**src/rtl/reaction_measure.sv**
```systemverilog
// Reaction-timing core: waits a pseudo-random delay, lights the stimulus LED, then counts
// milliseconds until a valid sample reaches the threshold (or reports early / timeout).
module reaction_measure #(
    parameter int unsigned TICK_CYCLES  = 10000,
    parameter int unsigned MIN_DELAY_MS = 1000,
    parameter int unsigned DELAY_MASK   = 1023,
    parameter int unsigned MAX_MS       = 999
) (
    input  logic       clk,
    input  logic       rst_n,
    input  logic       ena,
    input  logic       start,
    input  logic [7:0] sample_data,
    input  logic       sample_valid,
    input  logic [7:0] threshold,
    output logic       led,
    output logic [9:0] result_ms,
    output logic       result_valid,
    output logic       early,
    output logic       timeout,
    output logic       busy,
    output logic [2:0] state
);
    localparam int unsigned TickW = (TICK_CYCLES > 1) ? $clog2(TICK_CYCLES) : 1;
    localparam logic [TickW-1:0] TickMax   = TickW'(TICK_CYCLES - 1);
    localparam logic [10:0]      MinDelay  = 11'(MIN_DELAY_MS);
    localparam logic [9:0]       DelayMask = 10'(DELAY_MASK);
    localparam logic [9:0]       MaxMs     = 10'(MAX_MS);
    localparam logic [9:0]       MaxMsM1   = 10'(MAX_MS - 1);

    typedef enum logic [2:0] {
        StIdle  = 3'd0,
        StArmed = 3'd1,
        StStim  = 3'd2,
        StDone  = 3'd3,
        StEarly = 3'd4,
        StTout  = 3'd5
    } state_e;

    state_e           state_q, state_d;
    logic             start_q, start_d;
    logic [15:0]      lfsr_q, lfsr_d;
    logic [TickW-1:0] tick_cnt_q, tick_cnt_d;
    logic [10:0]      delay_cnt_q, delay_cnt_d;
    logic [9:0]       ms_cnt_q, ms_cnt_d;
    logic             led_q, led_d;
    logic [9:0]       result_ms_q, result_ms_d;
    logic             result_valid_q, result_valid_d;
    logic             early_q, early_d;
    logic             timeout_q, timeout_d;
    logic             busy_q, busy_d;

    logic tick, hit, start_edge;

    assign tick       = ena & (tick_cnt_q == TickMax);
    assign hit        = ena & sample_valid & (sample_data >= threshold);
    assign start_edge = ena & start & ~start_q;

    always_comb begin
        state_d        = state_q;
        start_d        = start_q;
        lfsr_d         = lfsr_q;
        tick_cnt_d     = tick_cnt_q;
        delay_cnt_d    = delay_cnt_q;
        ms_cnt_d       = ms_cnt_q;
        led_d          = led_q;
        result_ms_d    = result_ms_q;
        result_valid_d = result_valid_q;
        early_d        = early_q;
        timeout_d      = timeout_q;
        busy_d         = busy_q;

        if (ena) begin
            start_d        = start;
            lfsr_d         = lfsr_q[0] ? ((lfsr_q >> 1) ^ 16'hB400) : (lfsr_q >> 1);
            tick_cnt_d     = tick ? '0 : tick_cnt_q + 1'b1;
            result_valid_d = 1'b0;

            unique case (state_q)
                StArmed: begin
                    // A response before the stimulus beats a coincident delay expiry.
                    if (hit) begin
                        state_d = StEarly;
                        early_d = 1'b1;
                    end else if (tick) begin
                        if (delay_cnt_q == 11'd1) begin
                            state_d  = StStim;
                            led_d    = 1'b1;
                            ms_cnt_d = '0;
                        end else begin
                            delay_cnt_d = delay_cnt_q - 11'd1;
                        end
                    end
                end
                StStim: begin
                    if (hit) begin
                        state_d        = StDone;
                        result_ms_d    = ms_cnt_q;
                        result_valid_d = 1'b1;
                        led_d          = 1'b0;
                    end else if (tick) begin
                        if (ms_cnt_q == MaxMsM1) begin
                            state_d        = StTout;
                            timeout_d      = 1'b1;
                            result_ms_d    = MaxMs;
                            result_valid_d = 1'b1;
                            led_d          = 1'b0;
                        end else begin
                            ms_cnt_d = ms_cnt_q + 10'd1;
                        end
                    end
                end
                default: begin
                    if (start_edge) begin
                        state_d     = StArmed;
                        delay_cnt_d = MinDelay + {1'b0, lfsr_q[9:0] & DelayMask};
                        early_d     = 1'b0;
                        timeout_d   = 1'b0;
                    end
                end
            endcase

            // Restart the ms grid on every transition so the first tick is a full period away.
            if (state_d != state_q) begin
                tick_cnt_d = '0;
            end
            busy_d = (state_d == StArmed) || (state_d == StStim);
        end
    end

    always_ff @(posedge clk or negedge rst_n) begin
        if (!rst_n) begin
            state_q        <= StIdle;
            start_q        <= 1'b0;
            lfsr_q         <= 16'hACE1;
            tick_cnt_q     <= '0;
            delay_cnt_q    <= '0;
            ms_cnt_q       <= '0;
            led_q          <= 1'b0;
            result_ms_q    <= '0;
            result_valid_q <= 1'b0;
            early_q        <= 1'b0;
            timeout_q      <= 1'b0;
            busy_q         <= 1'b0;
        end else begin
            state_q        <= state_d;
            start_q        <= start_d;
            lfsr_q         <= lfsr_d;
            tick_cnt_q     <= tick_cnt_d;
            delay_cnt_q    <= delay_cnt_d;
            ms_cnt_q       <= ms_cnt_d;
            led_q          <= led_d;
            result_ms_q    <= result_ms_d;
            result_valid_q <= result_valid_d;
            early_q        <= early_d;
            timeout_q      <= timeout_d;
            busy_q         <= busy_d;
        end
    end

    assign led          = led_q;
    assign result_ms    = result_ms_q;
    assign result_valid = result_valid_q;
    assign early        = early_q;
    assign timeout      = timeout_q;
    assign busy         = busy_q;
    assign state        = state_q;

endmodule

```
**config.mk**
```make
export PLATFORM = sky130hd
export DESIGN_NAME = reaction_measure
export DESIGN_NICKNAME = d
export VERILOG_FILES = /design/src/rtl/reaction_measure.sv
export SDC_FILE = /design/constraint.sdc
export NUM_CORES = 1
export LEC_CHECK = 0
export ABC_AREA = 1
export BUFFER_PORTS_ARGS = -buffer_cell sky130_fd_sc_hd__buf_2
export CORE_UTILIZATION = 38
export CTS_BUF_LIST = sky130_fd_sc_hd__clkbuf_4
export DETAILED_ROUTE_END_ITERATION = 12
export GPL_TIMING_DRIVEN = 0
export PLACE_DENSITY = 0.56
export SYNTH_ARGS = -nofsm -noshare
export SYNTH_HDL_FRONTEND = slang
export SYNTH_SLANG_ARGS = --single-unit
```
**constraint.sdc**
```tcl
create_clock -name clk -period 2.4 [get_ports clk]
set_input_delay 0.12 -clock clk [delete_from_list [all_inputs] [get_ports clk]]
set_output_delay 0.12 -clock clk [all_outputs]
set_load 0.1 [all_outputs]
```
==> impl_metrics.json, run 1 <==
{
  "htreeDepth": 3,
  "holdWs_ns": 0.0183,
  "syn_area_sq_mm": 0.00421,
  "track_usage_pct": 18.9,
  "cpPeakStageDelay_ns": 0.40,
  "first_pass_iters": 5,
  "ys.flop_type": "dfrtp_1",
  "place_congestion": 0.858,
  "startpoint_type": "flip-flop",
  "cp_cell_sequence": "ha_2, nand3_2, nor2_2, nand3_2, inv_2, nand2_2, nand2_1, nand2_4, nand3_2, nand3_1, nand2_1, inv_2, nand2_4, buf_6, o21ai_2",
  "fin_crit_sh_pct": 91.1,
  "yosysWarnings": 0,
  "place_hpwl_um": 7160,
  "async_flop_share_pct": 100,
  "tns_ns": 0,
  "ant_nets": 0,
  "dp_cells": 708,
  "totalWireLength_um": 9780,
  "synth_largest_area_cell": "dfrtp_1",
  "drive_above_1_share_pct": 20.8,
  "grt_pass1_vias": 3653,
  "clk_pin_slew_ns": 0.13,
  "hold_path_startpoint": "ena",
  "vias": 3617,
  "rsz0062_at_grt": "false",
  "crit_arrival_ns": 2.50,
  "worstSetupEndpointType": "flip-flop",
  "critPathLaunch": "tick_cnt_q[1]",
  "postSynthAreaPerCell_sq_um": 7.94,
  "synth_seq_cells": 70,
  "clock_latency_ns": 0.43,
  "cp.required_ns": 2.71,
  "cts_buffers": 9,
  "worst-path-max-fanout": 10,
  "layout_common_cells": "nand2_1, dfrtp_1, inv_1",
  "root_buffer": "clkbuf_4",
  "fmax_mhz": 457,
  "ios": 39,
  "cts_tree": "done",
  "wl_per_cell_um": 13.5,
  "antenna_found_initial": 0,
  "leakagePower_nw": 2.27,
  "fin_nets": 616,
  "dieWidth_um": 107,
  "cts_sinks": 70,
  "setup_violations": 0,
  "p_per_area_mw_per_mm2": 845,
  "syn_nets": 565,
  "core_sq_mm": 0.0108,
  "setup.worst_path.class": "flip-flop to flip-flop",
  "die_area_sq_mm": 0.0115,
  "synth_edf_count": 0,
  "initial_core_util_pct": 39.0,
  "diodes": 0,
  "worst_pin_slew_ns": 0.526,
  "final-hold-violation-count": 0,
  "worst_path_most_repeated_cell": "nand3_2",
  "min_period_ns": 2.19,
  "grt_max_degree": 50,
  "clock_skew_ns": 0.0212,
  "fp.dieH_um": 107,
  "peakVddDrop_uv": 401,
  "fin_util_pct": 44.2,
  "yosysTopAreaCellShare_pct": 36.9,
  "port-buffer-count": 37,
  "drc_errors": 0,
  "ys_types": 38,
  "status": "finished, final reports clean",
  "r2r_start": "tick_cnt_q[1]",
  "ys_top_cells_by_area": "dfrtp_1, nand2_1, inv_1",
  "grt_pass1_wl_um": 17000,
  "slew_violations": 0,
  "area_growth_pct": 13.4,
  "drtIter0Drc": 199,
  "cts_buffer_depth": 2,
  "hold_path_class": "input port to flip-flop",
  "slew_headroom_pct": 64.8,
  "grt_overflow": 0,
  "yosysSeqAreaShare_pct": 41.9,
  "final_common_cell": "nand2_1",
  "syn_inst": 530,
  "cap_violations": 0,
  "row_count": 38,
  "slowest_stage": "dfrtp_1",
  "postCtsSetupBuffers": 0,
  "via_per_inst": 4.98,
  "final_cells": 726
}
[state kept, by name, summed over array words and instances (netlist names)]
name	cells
lfsr_q	16
tick_cnt_q	14
ms_cnt_q	10
result_ms	10
led	1
early	1
timeout	1
delay_cnt_q	11
result_valid	1
state	3
start_q	1
busy	1
[metal layers]
layer  share of wire [%]  vias to the layer above  global-route usage [%]
met3                 3.1                       17                    3.40
met1                  48                     1703                    24.0
li1                    -                     1833                       -
met2                  47                       64                    31.6
met4                 1.9                        0                    7.83
met5                   0                        -                       0
[final timing paths]
kind | to | slack (ns) | cells after the start
hold reg to reg | lfsr_q[5] | 0.48 | 2
setup / recovery | tick_cnt_q[6] | 0.21 | 15
hold / removal | start_q | 0.02 | 3
setup reg to reg | tick_cnt_q[6] | 0.21 | 15
max in group asynchronous | lfsr_q[10] | 1.68 | 3
min in group asynchronous | result_ms[0] | 0.10 | 2
[kinds of logic after synthesis]
logic type / count (synthesis) / share of synthesized area (%)
AOI/OAI and AO/OA: 101 / 15.3
adders and majority gates: 14 / 4.16
buffers and inverters: 94 / 9.54
DFF: 70 / 41.9
and+or+nand+nor: 228 / 24.3
xor gates and xnor gates: 23 / 4.79
[area by class of cell]
class	instances	area [sq um]
fillers	1084	6020
inverters	75	283
well taps	140	175
multi-input cells	366	2060
repair buffers	40	235
clock inverters	7	71.3
clock buffers	9	67.6
flip-flops and latches	70	1760
plain buffers	19	119
[synth_stat cells (6+ instances only)]
library cell,n
xor2_1,17
ha_1,14
nor2_1,40
a31oi_1,8
nand2_1,120
nand4_1,11
a21oi_1,7
o21ai_2,9
o21ai_0,39
o31ai_2,7
clkbuf_1,8
nand3_1,28
xnor2_1,6
inv_2,13
nor3_1,14
o21ai_1,17
inv_1,61
dfstp_2,8
dfrtp_1,62
[per-stage QoR]
step                setup WS (ns)  area [sq um]  total power, W
floorplan                 0.00974          4210         0.00286
global placement            0.153          4570         0.00321
global route              0.00211          4770         0.00434
CTS                        0.0994          4760         0.00405
finish                      0.213          4770         0.00403
detailed placement          0.143          4600         0.00324
[worst max-delay path: cells and delay by family (launching register included)]
| kind | cells | cell delay, ns |
|---|---|---|
| compound gates | 1 | 0.06 |
| fa+ha+maj | 1 | 0.21 |
| buf+inv | 3 | 0.32 |
| flops | 1 | 0.40 |
| simple gates | 10 | 1.05 |
[what timing repair did]
action                     4_1_cts  5_1_grt
hold buffers                     2        0
setup endpoints to repair        0       10
hold endpoints to repair        63        0
gates resized for setup          0        5
[report_power, final]
part | internal, W | switching (W) | leakage [nW]
clock | 0.000319 | 0.000481 | 0.0704
combinational | 0.000505 | 0.00111 | 1.29
sequential | 0.00142 | 0.000196 | 0.908
Power figures use the tool's default switching activity.
==> run 2, diff against run 1 <==
--- a/config.mk
+++ b/config.mk
@@ -7,9 +7,11 @@
 export LEC_CHECK = 0
 export ABC_AREA = 1
 export BUFFER_PORTS_ARGS = -buffer_cell sky130_fd_sc_hd__buf_2
+export CORE_ASPECT_RATIO = 1.1
 export CORE_UTILIZATION = 38
 export CTS_BUF_LIST = sky130_fd_sc_hd__clkbuf_4
 export DETAILED_ROUTE_END_ITERATION = 12
+export GPL_ROUTABILITY_DRIVEN = 0
 export GPL_TIMING_DRIVEN = 0
 export PLACE_DENSITY = 0.56
 export SYNTH_ARGS = -nofsm -noshare
==> run 2 against run 1 <==
- setup slack gained 0.038 ns
- fmax grew 1.8%
- combinational power is essentially flat
- global-route usage fell by 0.28 points
- sequential cell count stayed put
- final cell count up 0.83%
- design area rose by 1.7%
- die area did not move
- register-to-register slack better by 0.04 ns
- largest power group unchanged
==> impl_metrics.json, run 2 (synthesis gave the netlist of run 1 again) <==
{
  "cap_violations": 0,
  "grt.busiest_layer": "met2",
  "fmax_mhz": 465,
  "worst_pin_slew_ns": 0.525,
  "area_growth_pct": 15.3,
  "ios": 39,
  "cp.required_ns": 2.74,
  "placed_cell_area_sq_mm": 0.00460,
  "status": "finished, final reports clean",
  "fill_cells": 1062,
  "stdcell_area_sq_mm": 0.00485,
  "drive_above_1_share_pct": 21.1,
  "vias": 3606,
  "regArea_sq_mm": 0.00176,
  "cts_tree": "done",
  "cts_buffers": 9,
  "grt_max_degree": 50,
  "multi_input_area_sq_mm": 0.00205,
  "use_met2_pct": 29.6,
  "regMostFlops": "lfsr_q",
  "place_hpwl_um": 7090,
  "final_common_cell": "nand2_1",
  "die_area_sq_mm": 0.0115,
  "min_period_ns": 2.15,
  "final_cells": 732,
  "p_clk_share_pct": 23.5,
  "startpoint_type": "flip-flop",
  "largest_reg_flops": 16,
  "setup_violations": 0,
  "wl_per_cell_um": 12.9,
  "grt_pass1_vias": 3558,
  "ant_nets": 0,
  "track_usage_pct": 18.6,
  "port-buffer-count": 37,
  "clock_skew_ns": 0.0125,
  "leakagePower_nw": 2.30,
  "met3_usage_pct": 2.49,
  "diodes": 0,
  "p_comb_share_pct": 38.7,
  "slew_headroom_pct": 64.9,
  "core_sq_mm": 0.0106,
  "drc_errors": 0,
  "fp.dieH_um": 112,
  "totalWireLength_um": 9440,
  "crit_arrival_ns": 2.49,
  "initial_core_util_pct": 39.7,
  "grt_overflow": 0,
  "slowest_stage": "dfrtp_1",
  "root_buffer": "clkbuf_4",
  "p_seq_share_pct": 37.8,
  "clk_pin_slew_ns": 0.13,
  "p_sw_share_pct": 41.6,
  "first_pass_iters": 4,
  "cp_cell_sequence": "ha_2, nand3_2, nor2_2, nand3_2, inv_2, nand2_2, nand2_1, nand2_4, nand3_1, nand3_1, nand2_1, inv_2, nand2_4, buf_8, a21oi_2",
  "cts_sinks": 70,
  "dieWidth_um": 102,
  "worst-path-max-fanout": 10,
  "slew_violations": 0,
  "cts_buffer_depth": 2,
  "drtIter0Drc": 165,
  "via_per_inst": 4.93,
  "fin_util_pct": 45.8,
  "hold_path_class": "input port to flip-flop",
  "row_count": 39,
  "final-hold-violation-count": 0,
  "htreeDepth": 3,
  "grt_pass1_wl_um": 16700,
  "layout_common_cells": "nand2_1, dfrtp_1, inv_1",
  "p_per_area_mw_per_mm2": 874,
  "grtUsageMet1_pct": 25.4,
  "cpPeakStageDelay_ns": 0.40,
  "peakVddDrop_uv": 456,
  "fin_crit_sh_pct": 89.5,
  "setup.worst_path.class": "flip-flop to flip-flop",
  "intPower_w": 0.00247,
  "antenna_found_initial": 0,
  "fin_nets": 619,
  "clock_latency_ns": 0.44,
  "worstSetupEndpointType": "flip-flop",
  "dp_cells": 711,
  "switchingPower_w": 0.00176,
  "reg_top3": "lfsr_q: 16 flops, tick_cnt_q: 14 flops, delay_cnt_q: 11 flops"
}
==> run 2: cell types whose count changed in the layout (fill, tap and decap cells not counted), moves of 2 or more <==
cell,change
bufinv_16,+2
clkinv_4,+2
inv_6,-2
buf_4,+2
==> run 2: worst paths after layout <==
check | slack (ns) | cells past startpoint | start | end
setup reg to reg | 0.25 | 15 | tick_cnt_q[1] | tick_cnt_q[0]
setup / recovery | 0.25 | 15 | tick_cnt_q[1] | tick_cnt_q[0]
min in group asynchronous | 0.11 | 2 | rst_n | ms_cnt_q[8]
hold reg to reg | 0.48 | 2 | lfsr_q[11] | lfsr_q[11]
max in group asynchronous | 1.69 | 3 | rst_n | lfsr_q[15]
hold / removal | 0.07 | 3 | ena | lfsr_q[10]
==> run 2: final cells by class <==
class / count / area share, %
plain buffers: 19 / 2.53
well taps: 143 / 3.69
inverters: 75 / 5.83
flip-flops and latches: 70 / 36.3
multi-input cells: 366 / 42.3
repair buffers: 43 / 5.36
clock buffers: 9 / 1.39
clock inverters: 7 / 2.53
==> run 2: power groups by stage <==
stage	clock network, W	logic (W)	registers, W
after CTS	0.00103	0.00162	0.00160
after global placement	0	0.00159	0.00162
after detailed placement	0	0.00162	0.00162
after global routing	0.00108	0.00186	0.00164
final	0.000995	0.00164	0.00160
after floorplan	0	0.00105	0.00181
==> run 2: timing repair <==
item                                    in CTS  in global routing
setup buffers                                0                  2
endpoints found under the setup margin       0                 12
gates resized for setup                      0                  5
hold buffers                                 3                  0
hold endpoints to repair                    63                  0
==> run 2: critical path: cells and delay by family (launching register included) <==
kind	cells	cell delay (ns)
AO/OA/AOI/OAI	1	0.06
adder cells (fa/ha/maj)	1	0.22
buffers and inverters	3	0.31
flip-flops	1	0.40
AND/OR/NAND/NOR	10	1.08
==> run 2: metal layers <==
metal	vias to the layer above	share of wire, %
li1	1840	-
met1	1711	48
met2	42	48
met3	13	2.3
met4	0	1.9
met5	-	0
==> run 2: per-stage QoR <==
step / power [W] / worst slack [ns] / hold WS [ns] / TNS (ns)
final: 0.00424 / 0.251 / 0.0673 / 0
after detailed placement: 0.00324 / 0.148 / 0.0450 / 0
after global routing: 0.00458 / -0.0197 / 0.102 / -0.152
after global placement: 0.00321 / 0.168 / 0.366 / 0
after CTS: 0.00426 / 0.140 / 0.0380 / 0
after floorplan: 0.00286 / 0.00974 / -0.176 / 0
